==> src/rtl/priority_encode_module_pkg.sv <==
// Shared constants, FSM state type and bit-vector helpers for the priority encoder.
package priority_encode_module_pkg;

  localparam int unsigned N_REQ  = 8;
  localparam int unsigned CODE_W = 3;
  localparam int unsigned CNT_W  = 4;

  typedef enum logic {
    IDLE = 1'b0,
    HOLD = 1'b1
  } state_t;

  // One-hot decode of a source index into an N_REQ-wide mask.
  function automatic logic [N_REQ-1:0] onehot(input logic [CODE_W-1:0] idx);
    logic [N_REQ-1:0] v;
    v      = '0;
    v[idx] = 1'b1;
    return v;
  endfunction

  // Count of set bits; CNT_W is wide enough to hold N_REQ itself.
  function automatic logic [CNT_W-1:0] popcount(input logic [N_REQ-1:0] v);
    logic [CNT_W-1:0] n;
    n = '0;
    for (int unsigned i = 0; i < N_REQ; i++) begin
      n = n + CNT_W'(v[i]);
    end
    return n;
  endfunction

endpackage

==> src/rtl/priority_encode_module_prio_find.sv <==
// Combinational priority search: index of the highest (or lowest) set bit.
module prio_find
  import priority_encode_module_pkg::*;
#(
  parameter bit PRIO_HIGH = 1'b1
) (
  input  logic [N_REQ-1:0]  vec,
  output logic [CODE_W-1:0] idx,
  output logic              found
);

  // Later loop iterations overwrite earlier ones, so the winning end is visited last.
  always_comb begin
    idx   = '0;
    found = |vec;
    for (int unsigned i = 0; i < N_REQ; i++) begin
      if (PRIO_HIGH) begin
        if (vec[i]) idx = CODE_W'(i);
      end else begin
        if (vec[N_REQ-1-i]) idx = CODE_W'(N_REQ - 1 - i);
      end
    end
  end

endmodule

==> src/rtl/priority_encode_module.sv <==
// Sticky event collector that presents one pending source index at a time with valid/ready.
module priority_encode_module
  import priority_encode_module_pkg::*;
#(
  parameter bit PRIO_HIGH = 1'b1
) (
  input  logic              clk,
  input  logic              rst,
  input  logic [N_REQ-1:0]  req,
  input  logic              ready,
  output logic              valid,
  output logic [CODE_W-1:0] code,
  output logic [N_REQ-1:0]  pend,
  output logic [CNT_W-1:0]  pend_cnt
);

  state_t            state_q, state_d;
  logic [N_REQ-1:0]  clr_mask;
  logic [N_REQ-1:0]  pend_d;
  logic [CNT_W-1:0]  cnt_d;
  logic              valid_d;
  logic [CODE_W-1:0] code_d;
  logic [CODE_W-1:0] find_idx;
  logic              find_ok;
  // Priority index of the current pend, captured alongside it so IDLE needs no second search.
  logic [CODE_W-1:0] top_q;

  prio_find #(
    .PRIO_HIGH (PRIO_HIGH)
  ) u_find (
    .vec   (pend_d),
    .idx   (find_idx),
    .found (find_ok)
  );

  // Merge: clear the accepted bit first, then OR in new events so an event wins over its clear.
  always_comb begin
    clr_mask = '0;
    if (valid && ready) clr_mask = onehot(code);
    pend_d = (pend & ~clr_mask) | req;
    cnt_d  = popcount(pend_d);
  end

  // Next-state and presented-code logic.
  always_comb begin
    state_d = state_q;
    valid_d = valid;
    code_d  = code;
    unique case (state_q)
      IDLE: begin
        if (|pend) begin
          code_d  = top_q;
          valid_d = 1'b1;
          state_d = HOLD;
        end
      end
      HOLD: begin
        if (ready) begin
          if (find_ok) begin
            code_d = find_idx;
          end else begin
            valid_d = 1'b0;
            state_d = IDLE;
          end
        end
      end
      default: begin
        state_d = IDLE;
        valid_d = 1'b0;
      end
    endcase
  end

  always_ff @(posedge clk) begin
    if (rst) begin
      state_q  <= IDLE;
      pend     <= '0;
      pend_cnt <= '0;
      valid    <= 1'b0;
      code     <= '0;
      top_q    <= '0;
    end else begin
      state_q  <= state_d;
      pend     <= pend_d;
      pend_cnt <= cnt_d;
      valid    <= valid_d;
      code     <= code_d;
      top_q    <= find_idx;
    end
  end

endmodule
==> config.mk <==
export PLATFORM = sky130hd
export DESIGN_NAME = priority_encode_module
export DESIGN_NICKNAME = d
export VERILOG_FILES = /design/src/rtl/priority_encode_module_pkg.sv /design/src/rtl/priority_encode_module_prio_find.sv /design/src/rtl/priority_encode_module.sv
export SDC_FILE = /design/constraint.sdc
export NUM_CORES = 1
export LEC_CHECK = 0
export BUFFER_PORTS_ARGS = -buffer_cell sky130_fd_sc_hd__buf_2
export CORE_MARGIN = 5
export CORE_UTILIZATION = 25
export DETAILED_ROUTE_END_ITERATION = 8
export GPL_TIMING_DRIVEN = 0
export SLEW_MARGIN = 40
export SYNTH_ARGS = -nofsm -noshare
export SYNTH_HDL_FRONTEND = slang
export SYNTH_SLANG_ARGS = --single-unit
==> constraint.sdc <==
create_clock -name clk -period 4.7 [get_ports clk]
set_input_delay 0.94 -clock clk [delete_from_list [all_inputs] [get_ports clk]]
set_output_delay 0.94 -clock clk [all_outputs]
set_load 0.03 [all_outputs]
# After elaboration in Yosys (flattened, before gate mapping)
# Index checks and enable logic that the tools add are counted.
[totals]
register_bits = 20
latch_bits = 0
mem_bits_rw = 0
romBits = 0
output_inout_bits = 16
word_cells = 51
memories = 0
[classes]
n_addsub = 7
mul = 0
div_mod_pow = 0
order_cmp = 2
eq_ne = 4
shift = 0
n_mux = 22
bitwise_logic = 4
n_reduce_logical = 6
[ops]
columns = ["operator", "count"]
rows = [
  ["$mux 3", 7],
  ["$add 4x1->4", 4],
  ["$reduce_or 8->1", 2],
  ["$and 8x8->8", 1],
  ["$mux 1", 8],
  ["$mux 8", 1],
  ["$not 8->8", 1],
  ["$or 8x8->8", 1],
  ["$ne 2x2->1 const B", 3],
  ["$pmux 3 s2", 1],
  ["$reduce_and 3->1", 2],
  ["$add 3x1->4", 1],
  ["$lt 3x4->1 const B", 1],
  ["$mux 2", 2],
  ["$pmux 1 s2", 2],
  ["$add 2x1->3", 1],
  ["$demux 1 s3", 1],
  ["$ge 3x1->1 const B", 1],
  ["$add 1x1->2", 1],
  ["$logic_and 1x1->1", 2],
  ["$ne 2x1->1 const B", 1],
  ["$not 1->1", 1],
]

# Logic depth before layout (Yosys ltp)
# Gate-level depths: netlist of run 1.
[depth]
depth_word = 18
depth_mapped = 12
depth_no_buf = 12

# Hierarchy
# A second synthesis of run 1 with hierarchy kept.
[hier_totals]
cells_unflattened = 129
area_unflattened_um2 = 1116.1
[modules_own_cells]
columns = ["module", "n_inst", "cells_each", "area_per_inst_um2", "seq_area_each_um2"]
rows = [
  ["priority_encode_module", 1, 117, 1049.8, 400.4],
  ["prio_find", 1, 12, 66.3, 0.0],
]

# Worst setup path after synthesis of run 1
# Ideal clock, no wire load.
[synth_path]
path_kind = "in2reg"
from = "in ready"
to = "reg pend_cnt[2]"
setup_ns = 0.128
arrival_ns = 4.006
required_time_ns = 4.572
setup_slack_ns = 0.567
cell_stages = 12
n_path_buf = 0
cell_sequence = "nand2_1 -> or4_2 -> a21oi_1 -> fa_1 -> fa_1 -> fa_1 -> inv_1 -> ha_1 -> inv_1 -> fa_1 -> xor2_1 -> nor2_1"
[synth_between]
elab_chain_len = 12
[synth_lines]
columns = ["item", "line_no", "text"]
rows = [
  ["start: declaration", "priority_encode_module.sv:10", "input logic ready,"],
  ["$logic_and 1x1->1 *", "priority_encode_module.sv:39", "if (valid && ready) clr_mask = onehot(code);"],
  ["$mux 8 *", "priority_encode_module.sv:39", ""],
  ["$not 8->8 *", "priority_encode_module.sv:40", "pend_d = (pend & ~clr_mask) | req;"],
  ["$and 8x8->8 *", "priority_encode_module.sv:40", ""],
  ["$or 8x8->8 *", "priority_encode_module.sv:40", ""],
  ["$add 1x1->2", "priority_encode_module_pkg.sv:26", "n = n + CNT_W'(v[i]);"],
  ["$add 2x1->3", "priority_encode_module_pkg.sv:26", ""],
  ["$add 3x1->4", "priority_encode_module_pkg.sv:26", ""],
  ["$add 4x1->4 (3 in a row)", "priority_encode_module_pkg.sv:26", ""],
  ["$add 4x1->4 *", "priority_encode_module_pkg.sv:26", ""],
  ["end signal: assignment", "priority_encode_module.sv:85", "pend_cnt <= cnt_d;"],
  ["end: declaration", "priority_encode_module.sv:14", "output logic [CNT_W-1:0] pend_cnt"],
]
# Mark *: on every way between the ends. The rest lies on a longest branch, timed or not.
# A chain may end at the register's enable or synchronous reset.

# Worst setup path in the final report of run 1
# Ends and elaborated chain as after synthesis.

==> results.cfg, run 1 <==
[status]
outcome = finished clean

[worst_hold_path]
whs_path_depth = 2
hp-class = reg -> reg

[clock_network]
clock-sinks = 20
htreeDepth = 1
path_clk_slew_ns = 0.08
cts_tree = built
cts_resized = 0
clk_path_buf_depth = 2
cts_setup_buffers = 0
clk_latency_ns = 0.26
cts_root_buffer = clkbuf_8
cts_buffers = 3
hold_buffers = 0

[grt]
grt_overflow_total = 0
grt_max_degree = 11
grt_first_pass_wirelength_um = 4420
antenna_found_initial = 0
grt_pass1_vias = 950
grt.total_usage_pct = 9.06

[logic_synthesis]
syn_nets = 139
synth_warnings = 0
synthCells = 120
synth_seq_cells = 20
synth_cell_types = 44
syn_area_per_cell_um2 = 9.22
synth_top_cell_by_area = dfxtp_1
yosys-top-cells-area = dfxtp_1, nor2_1, fa_1
ys_seq_area_share_pct = 36.2
netlist_area_um2 = 1110
synth_top_area_share_pct = 36.2

[placement]
gp_congestion = 0.767
io_buffer_count = 26
place_area_um2 = 1300
dp_hpwl_um = 2070

[floorplanning]
start_util_pct = 25.6
dieArea_um2 = 5850
die-height_um = 76.5
ios = 27
coreArea_um2 = 4320
row_count = 24
die_x_um = 76.5

[final_layout]
layout_common_cells = buf_2, nor2_1, dfxtp_1
nets = 170
final_common_cell = buf_2
drive_gt1_share_pct = 30.2
seq_area_um2 = 400
multi_input_area_um2 = 634
final_area_um2 = 1340
area_growth_pct = 21.4
n_antenna_cell = 0
fillCellCount = 498

[sta]
worst_pin_slew_ns = 0.456
final_max_slew_viol_count = 0
setup_viol = 0
finalCritPeriodShare_pct = 89.8
skew_ns = 0.0104
rsz0062_at_grt = no
min_period_ns = 4.22
final_hold_viol_count = 0
clock.fmax_mhz = 237
relSlewSlack_pct = 69.3
final.setup.tns_ns = 0

[power_and_ir_drop]
worst_ir_drop_vdd_v = 0.000106
internal-power_mw = 0.314
p_sw_share_pct = 36.3
switchingPower_mw = 0.179
seq_power_share_pct = 41.8
comb_power_share_pct = 34.5
p_per_area_nw_per_um2 = 367
p_clk_share_pct = 23.6
leakagePower_nw = 0.610

[route]
first_iter_violations = 54
drt_wl_total_um = 2600
antenna_left = 0
routed-via-count = 906
viasPerCell = 4.51
route.detailed.drc = 0
post_drt_wl_per_cell_um = 12.9
dr.pass1.iters = 4

[setup_path]
worst_ep_arrival_time_ns = 4.37
crit_path_end_kind = register
startpoint_type = input port
critPathKind = in -> reg
crit_required_ns = 4.84
path_max_fanout = 7
reg2reg_depth = 12

[run]
maxCapViolations = 0
cell usage after synthesis (all sizes together):
cell type  number
a211o           2
a21o            1
a21oi           4
a31oi           1
a32o            1
and2            1
buf             3
clkbuf          1
dfxtp          20
fa              4
ha              4
inv            10
mux2i           3
nand2           7
nand2b          1
nand4           2
nand4b          2
nor2           24
nor2b           1
nor3            3
nor3b           1
nor4            2
o211a           1
o211ai          1
o21a            2
o21ai           3
o21ba           1
o22a            1
o22ai           4
o31ai           1
or2             3
or2b            2
or4             1
or4b            1
xor2            1
routing by layer:
| metal | up-vias | wire, µm | global-route usage [%] |
|---|---|---|---|
| met5 | - | 0 | 0 |
| met4 | 0 | 36 | 3.15 |
| met3 | 2 | 125 | 2.60 |
| met2 | 17 | 1120 | 13.4 |
| met1 | 417 | 1310 | 12.4 |
| li1 | 470 | - | - |
path summary, 6_finish.rpt:
check | slack [ns] | start | end
setup / recovery | 0.48 | ready | pend_cnt[2]
hold / removal | 0.56 | code[1] | code[1]
hold reg to reg | 0.56 | code[1] | code[1]
setup reg to reg | 0.84 | code[0] | pend_cnt[2]
flip-flops by register name (all words and copies together), names as in the netlist:
signal,count
valid,1
top_q,3
state_q,1
code,3
pend_cnt,4
pend,8
power groups by stage:
stage / clock [mW] / sequential [mW] / combinational, mW
2_1_floorplan: 0 / 0.249 / 0.0852
3_3_place_gp: 0 / 0.210 / 0.169
3_5_place_dp: 0 / 0.210 / 0.172
4_1_cts: 0.117 / 0.206 / 0.173
5_1_grt: 0.126 / 0.210 / 0.191
6_report: 0.116 / 0.206 / 0.170
critical path, stage by stage:
cell,delay (ns)
buf_2,0.15
nand2_1,0.10
or4_2,0.55
a21oi_1,0.34
fa_1,0.47
fa_1,0.51
fa_1,0.41
inv_1,0.07
ha_1,0.16
inv_1,0.06
fa_1,0.40
xor2_1,0.14
nor2_1,0.05
kinds of logic after synthesis:
| logic type | after synthesis | share of synthesized area (%) |
|---|---|---|
| buf+inv | 14 | 6.45 |
| xor+xnor | 1 | 0.792 |
| compound gates | 23 | 17.9 |
| simple gates | 51 | 24.2 |
| flops | 20 | 36.2 |
| mux | 3 | 2.72 |
| fa+ha+maj | 8 | 11.8 |
through the flow:
step	hold WS, ns	util (%)	worst slack (ns)	instances	total power [mW]
2_1_floorplan	0.532	-	0.567	120	0.335
3_3_place_gp	0.547	30.1	0.188	198	0.379
3_5_place_dp	0.547	30.1	0.207	198	0.382
4_1_cts	0.560	31.0	0.467	201	0.497
5_1_grt	0.613	31.0	0.298	201	0.527
6_report	0.557	31.0	0.479	201	0.493
final cells by class:
| class | count | area share, % |
|---|---|---|
| buffer | 4 | 2.52 |
| clock buffer | 3 | 3.08 |
| inverter | 10 | 2.80 |
| multi-input combinational | 86 | 47.3 |
| sequential | 20 | 29.8 |
| tap | 52 | 4.85 |
| timing repair buffer | 26 | 9.69 |
No activity file was read; power rests on OpenSTA's default activity.
==> run 2: changes to the inputs <==
--- a/config.mk
+++ b/config.mk
@@ -6,11 +6,13 @@
 export NUM_CORES = 1
 export LEC_CHECK = 0
 export BUFFER_PORTS_ARGS = -buffer_cell sky130_fd_sc_hd__buf_2
+export CORE_ASPECT_RATIO = 1.1
 export CORE_MARGIN = 5
 export CORE_UTILIZATION = 25
+export CTS_BUF_LIST = sky130_fd_sc_hd__clkbuf_4 sky130_fd_sc_hd__clkbuf_8
 export DETAILED_ROUTE_END_ITERATION = 8
 export GPL_TIMING_DRIVEN = 0
-export SLEW_MARGIN = 40
+export SLEW_MARGIN = 15
 export SYNTH_ARGS = -nofsm -noshare
 export SYNTH_HDL_FRONTEND = slang
 export SYNTH_SLANG_ARGS = --single-unit
==> run 2 against run 1 <==
Via count up 3.1%. Global-route usage up 0.18 points. First-iteration DRC count down 70%. Fmax down 0.66%. Sequential power about the same. Combinational power about the same. Cell area up 1.2%. Register-to-register slack worse by 0.04 ns. Hold slack better by 0.011 ns. Total power up 2.7%. Largest cell class unchanged. Highest routed layer unchanged.
==> results.cfg, run 2 (synthesis results as in run 1) <==
[final_layout]
seq_area_um2 = 400
regMostFlops = pend
nets = 170
final_area_um2 = 1360
multi_input_area_um2 = 634
final_common_cell = buf_2
fillCellCount = 451
layout_common_cells = buf_2, nor2_1, dfxtp_1
n_antenna_cell = 0
largest_reg_flops = 8
drive_gt1_share_pct = 30.7
area_growth_pct = 22.9
top_regs = pend x8, pend_cnt x4

[power_and_ir_drop]
p_per_area_nw_per_um2 = 372
leakagePower_nw = 0.617
worst_ir_drop_vdd_v = 0.000178

[setup_path]
reg2reg_depth = 12
crit_path_end_kind = register
critPathKind = in -> reg
regToRegSetupSlack_ns = 0.80
critPathLaunch = ready
crit_required_ns = 4.84
worst_ep_arrival_time_ns = 4.39
startpoint_type = input port
path_max_fanout = 7
r2r_start = code[0]
rr_endpoint = pend_cnt[2]
crit_path_end = pend_cnt[2]

[clock_network]
clock-sinks = 20
clk_path_buf_depth = 2
cts_tree = built
cts_setup_buffers = 0
hold_buffers = 0
cts_root_buffer = clkbuf_8
path_clk_slew_ns = 0.07
cts_buffers = 3
htreeDepth = 1
clk_latency_ns = 0.26
cts_resized = 0

[placement]
gp_congestion = 0.770
io_buffer_count = 26
dp_hpwl_um = 1990
place_area_um2 = 1300

[grt]
grt.total_usage_pct = 9.24
grt_pass1_vias = 929
grt_first_pass_wirelength_um = 4220
grt_overflow_total = 0
antenna_found_initial = 0
grt_max_degree = 12

[sta]
setup_viol = 0
relSlewSlack_pct = 69.6
timing.hold.ws_ns = 0.567
rsz0062_at_grt = no
min_period_ns = 4.25
final.setup.tns_ns = 0
final_max_slew_viol_count = 0
clock.fmax_mhz = 235
finalCritPeriodShare_pct = 90.4
final_hold_viol_count = 0
skew_ns = 0.00166
worst_pin_slew_ns = 0.455

[route]
viasPerCell = 4.58
routed-via-count = 934
drt_wl_total_um = 2510
antenna_left = 0
route.detailed.drc = 0
first_iter_violations = 16
dr.pass1.iters = 4
post_drt_wl_per_cell_um = 12.3

[floorplanning]
dieArea_um2 = 5860
coreArea_um2 = 4290
ios = 27
die_x_um = 73.4
die-height_um = 79.8
row_count = 25
start_util_pct = 25.8

[worst_hold_path]
min-delay-start = top_q[2]
hp-class = reg -> reg

[run]
maxCapViolations = 0

[status]
outcome = finished clean
## run 2: routing by layer
metal	vias up	GRT usage [%]	share of wire [%]
li1	472	-	-
met1	434	12.3	49
met2	21	13.6	45
met3	7	0.882	2.2
met4	0	6.88	3.2
met5	-	0	0
## run 2: through the flow
step	worst slack (ns)	std cells	utilization (%)	power, mW
4_1_cts	0.443	204	31.7	0.511
6_report	0.451	204	31.7	0.506
3_5_place_dp	0.172	200	30.4	0.380
2_1_floorplan	0.567	120	-	0.335
3_3_place_gp	0.166	200	30.4	0.380
5_1_grt	0.245	204	31.7	0.542
## run 2: area by class of cell
class	count	share of cell area [%]
tap	54	4.97
multi-input combinational	86	46.7
sequential	20	29.5
timing repair buffer	26	9.58
buffer	4	2.49
clock buffer	4	4.05
inverter	10	2.76
## run 2: worst min path at each step
stage	slack [ns]	end	cells after the start
2_1_floorplan	0.53	code[2]	3
3_3_place_gp	0.54	code[1]	2
3_5_place_dp	0.56	code[2]	3
4_1_cts	0.57	code[2]	3
5_1_grt	0.60	code[1]	2
6_report	0.57	code[2]	3
## run 2: worst max-delay path: stages
cell	delay [ns]
buf_2	0.16
nand2_1	0.09
or4_2	0.57
a21oi_1	0.36
fa_1	0.48
fa_1	0.51
fa_1	0.41
inv_1	0.07
ha_1	0.17
inv_1	0.06
fa_1	0.39
xor2_1	0.13
nor2_1	0.05
## run 2: power by group
| group | leakage (nW) | switching, mW | internal, mW |
|---|---|---|---|
| clock | 0.0288 | 0.0573 | 0.0746 |
| combinational | 0.421 | 0.104 | 0.0638 |
| sequential | 0.167 | 0.0139 | 0.192 |
| total | 0.617 | 0.175 | 0.330 |
==> run 3: changes to the inputs <==
--- a/config.mk
+++ b/config.mk
@@ -7,7 +7,7 @@
 export LEC_CHECK = 0
 export BUFFER_PORTS_ARGS = -buffer_cell sky130_fd_sc_hd__buf_2
 export CORE_ASPECT_RATIO = 1.1
-export CORE_MARGIN = 5
+export CORE_MARGIN = 2
 export CORE_UTILIZATION = 25
 export CTS_BUF_LIST = sky130_fd_sc_hd__clkbuf_4 sky130_fd_sc_hd__clkbuf_8
 export DETAILED_ROUTE_END_ITERATION = 8
==> constraint.sdc (replaced) <==
create_clock -name clk -period 4.7 [get_ports clk]
set_input_delay 0.47 -clock clk [delete_from_list [all_inputs] [get_ports clk]]
set_output_delay 0.47 -clock clk [all_outputs]
set_load 0.03 [all_outputs]
==> run 3 against run 2 <==
Non-clock buffer count is the same. Sequential power is essentially flat. First-iteration DRC count grew 75%. Via count grew 1.5%. Total power grew 0.77%. Fmax grew 9.8%. Global-route usage grew 1.7 points. Worst setup slack gained 0.38 ns. Wire length shrank 1.4%. Combinational power is essentially flat. Critical path type is now reg -> reg. Critical endpoint unchanged.
==> results.cfg, run 3 (synthesis results as in run 1) <==
[status]
outcome = finished clean

[clock_network]
cts_resized = 0
clk_latency_ns = 0.26
cts_buffers = 3
cts_tree = built
path_clk_slew_ns = 0.08
cts_root_buffer = clkbuf_8
cts_setup_buffers = 0
hold_buffers = 0
clk_path_buf_depth = 2
htreeDepth = 1
clock-sinks = 20

[final_layout]
final_common_cell = buf_2
area_growth_pct = 22.9
fin_cells = 204
nets = 170
n_antenna_cell = 0
layout_common_cells = buf_2, nor2_1, dfxtp_1
regMostFlops = pend
largest_reg_flops = 8
drive_gt1_share_pct = 30.7
top_regs = pend x8, pend_cnt x4

[floorplanning]
start_util_pct = 25.8
die-height_um = 73.8
ios = 27
coreArea_um2 = 4290
row_count = 25
die_x_um = 67.4
dieArea_um2 = 4970

[sta]
worst_pin_slew_ns = 0.440
timing.hold.ws_ns = 0.477
finalCritPeriodShare_pct = 82.4
final_hold_viol_count = 0
final.setup.tns_ns = 0
rsz0062_at_grt = no
skew_ns = 0.00207
final_max_slew_viol_count = 0
min_period_ns = 3.87
clock.fmax_mhz = 258
relSlewSlack_pct = 70.7
setup_viol = 0
setup_ws_ns = 0.829

[placement]
io_buffer_count = 26
gp_congestion = 0.731
dp_cells = 200
post-place-ws_ns = 0.653
dp_hpwl_um = 1960

[route]
viasPerCell = 4.65
routed-via-count = 948
drt_wl_total_um = 2470
antenna_left = 0
post_drt_wl_per_cell_um = 12.1
first_iter_violations = 28
route.detailed.drc = 0
dr.pass1.iters = 4

[power_and_ir_drop]
worst_ir_drop_vdd_v = 0.000215
total_power_mw = 0.510
leakagePower_nw = 0.617
p_per_area_nw_per_um2 = 375

[grt]
grt_overflow_total = 0
grt_max_degree = 12
grt.total_usage_pct = 10.9
antenna_found_initial = 0
grt_pass1_vias = 886
grt_first_pass_wirelength_um = 4080

[setup_path]
critPathKind = reg -> reg
critPathLaunch = code[0]
worst_ep_arrival_time_ns = 4.02
crit_required_ns = 4.85
crit_path_end_kind = register
path_max_fanout = 10
startpoint_type = register
r2r_start = code[0]

[worst_hold_path]
hp-class = in -> reg
min-delay-start = req[6]

[run]
maxCapViolations = 0
## run 3: cell counts in the layout (fill, tap and decap cells not counted)
No cell type changed its count.
## run 3: critical path, cell delays in order, from the launching register on
cell	delay, ns
dfxtp_1	0.34
buf_6	0.14
or4_2	0.65
a21oi_1	0.34
fa_1	0.48
fa_1	0.51
fa_1	0.42
inv_1	0.08
ha_1	0.16
inv_1	0.06
fa_1	0.39
xor2_1	0.13
nor2_1	0.05
## run 3: metal layers
layer | up-vias | track usage [%] | share of wire, %
met1 | 443 | 13.9 | 47
met3 | 5 | 1.38 | 3.6
li1 | 476 | - | -
met2 | 24 | 18.4 | 48
met4 | 0 | 4.76 | 2.2
met5 | - | 0 | 0
## run 3: area by class of cell
cell class	instances	area [µm²]
Fill cell	443	2930
Multi-Input combinational cell	86	634
Sequential cell	20	400
Timing Repair Buffer	26	130
Tap cell	54	67.6
Clock buffer	4	55.1
Inverter	10	37.5
Buffer	4	33.8
## run 3: path summary, 6_finish.rpt
kind	end	slack (ns)	cells after the start
setup / recovery	pend_cnt[2]	0.83	12
hold / removal	pend[6]	0.48	3
setup reg to reg	pend_cnt[2]	0.83	12
hold reg to reg	code[1]	0.55	2
## run 3: stage by stage
step,area [µm²],util [%]
final,1360,31.7
after global routing,1360,31.7
after global placement,1300,30.4
after floorplan,1110,-
after detailed placement,1300,30.4
after CTS,1360,31.7
## run 3: where the power goes
group	switching, mW	leakage [nW]	internal, mW
logic	0.104	0.421	0.0642
registers	0.0140	0.167	0.192
clock network	0.0613	0.0288	0.0747
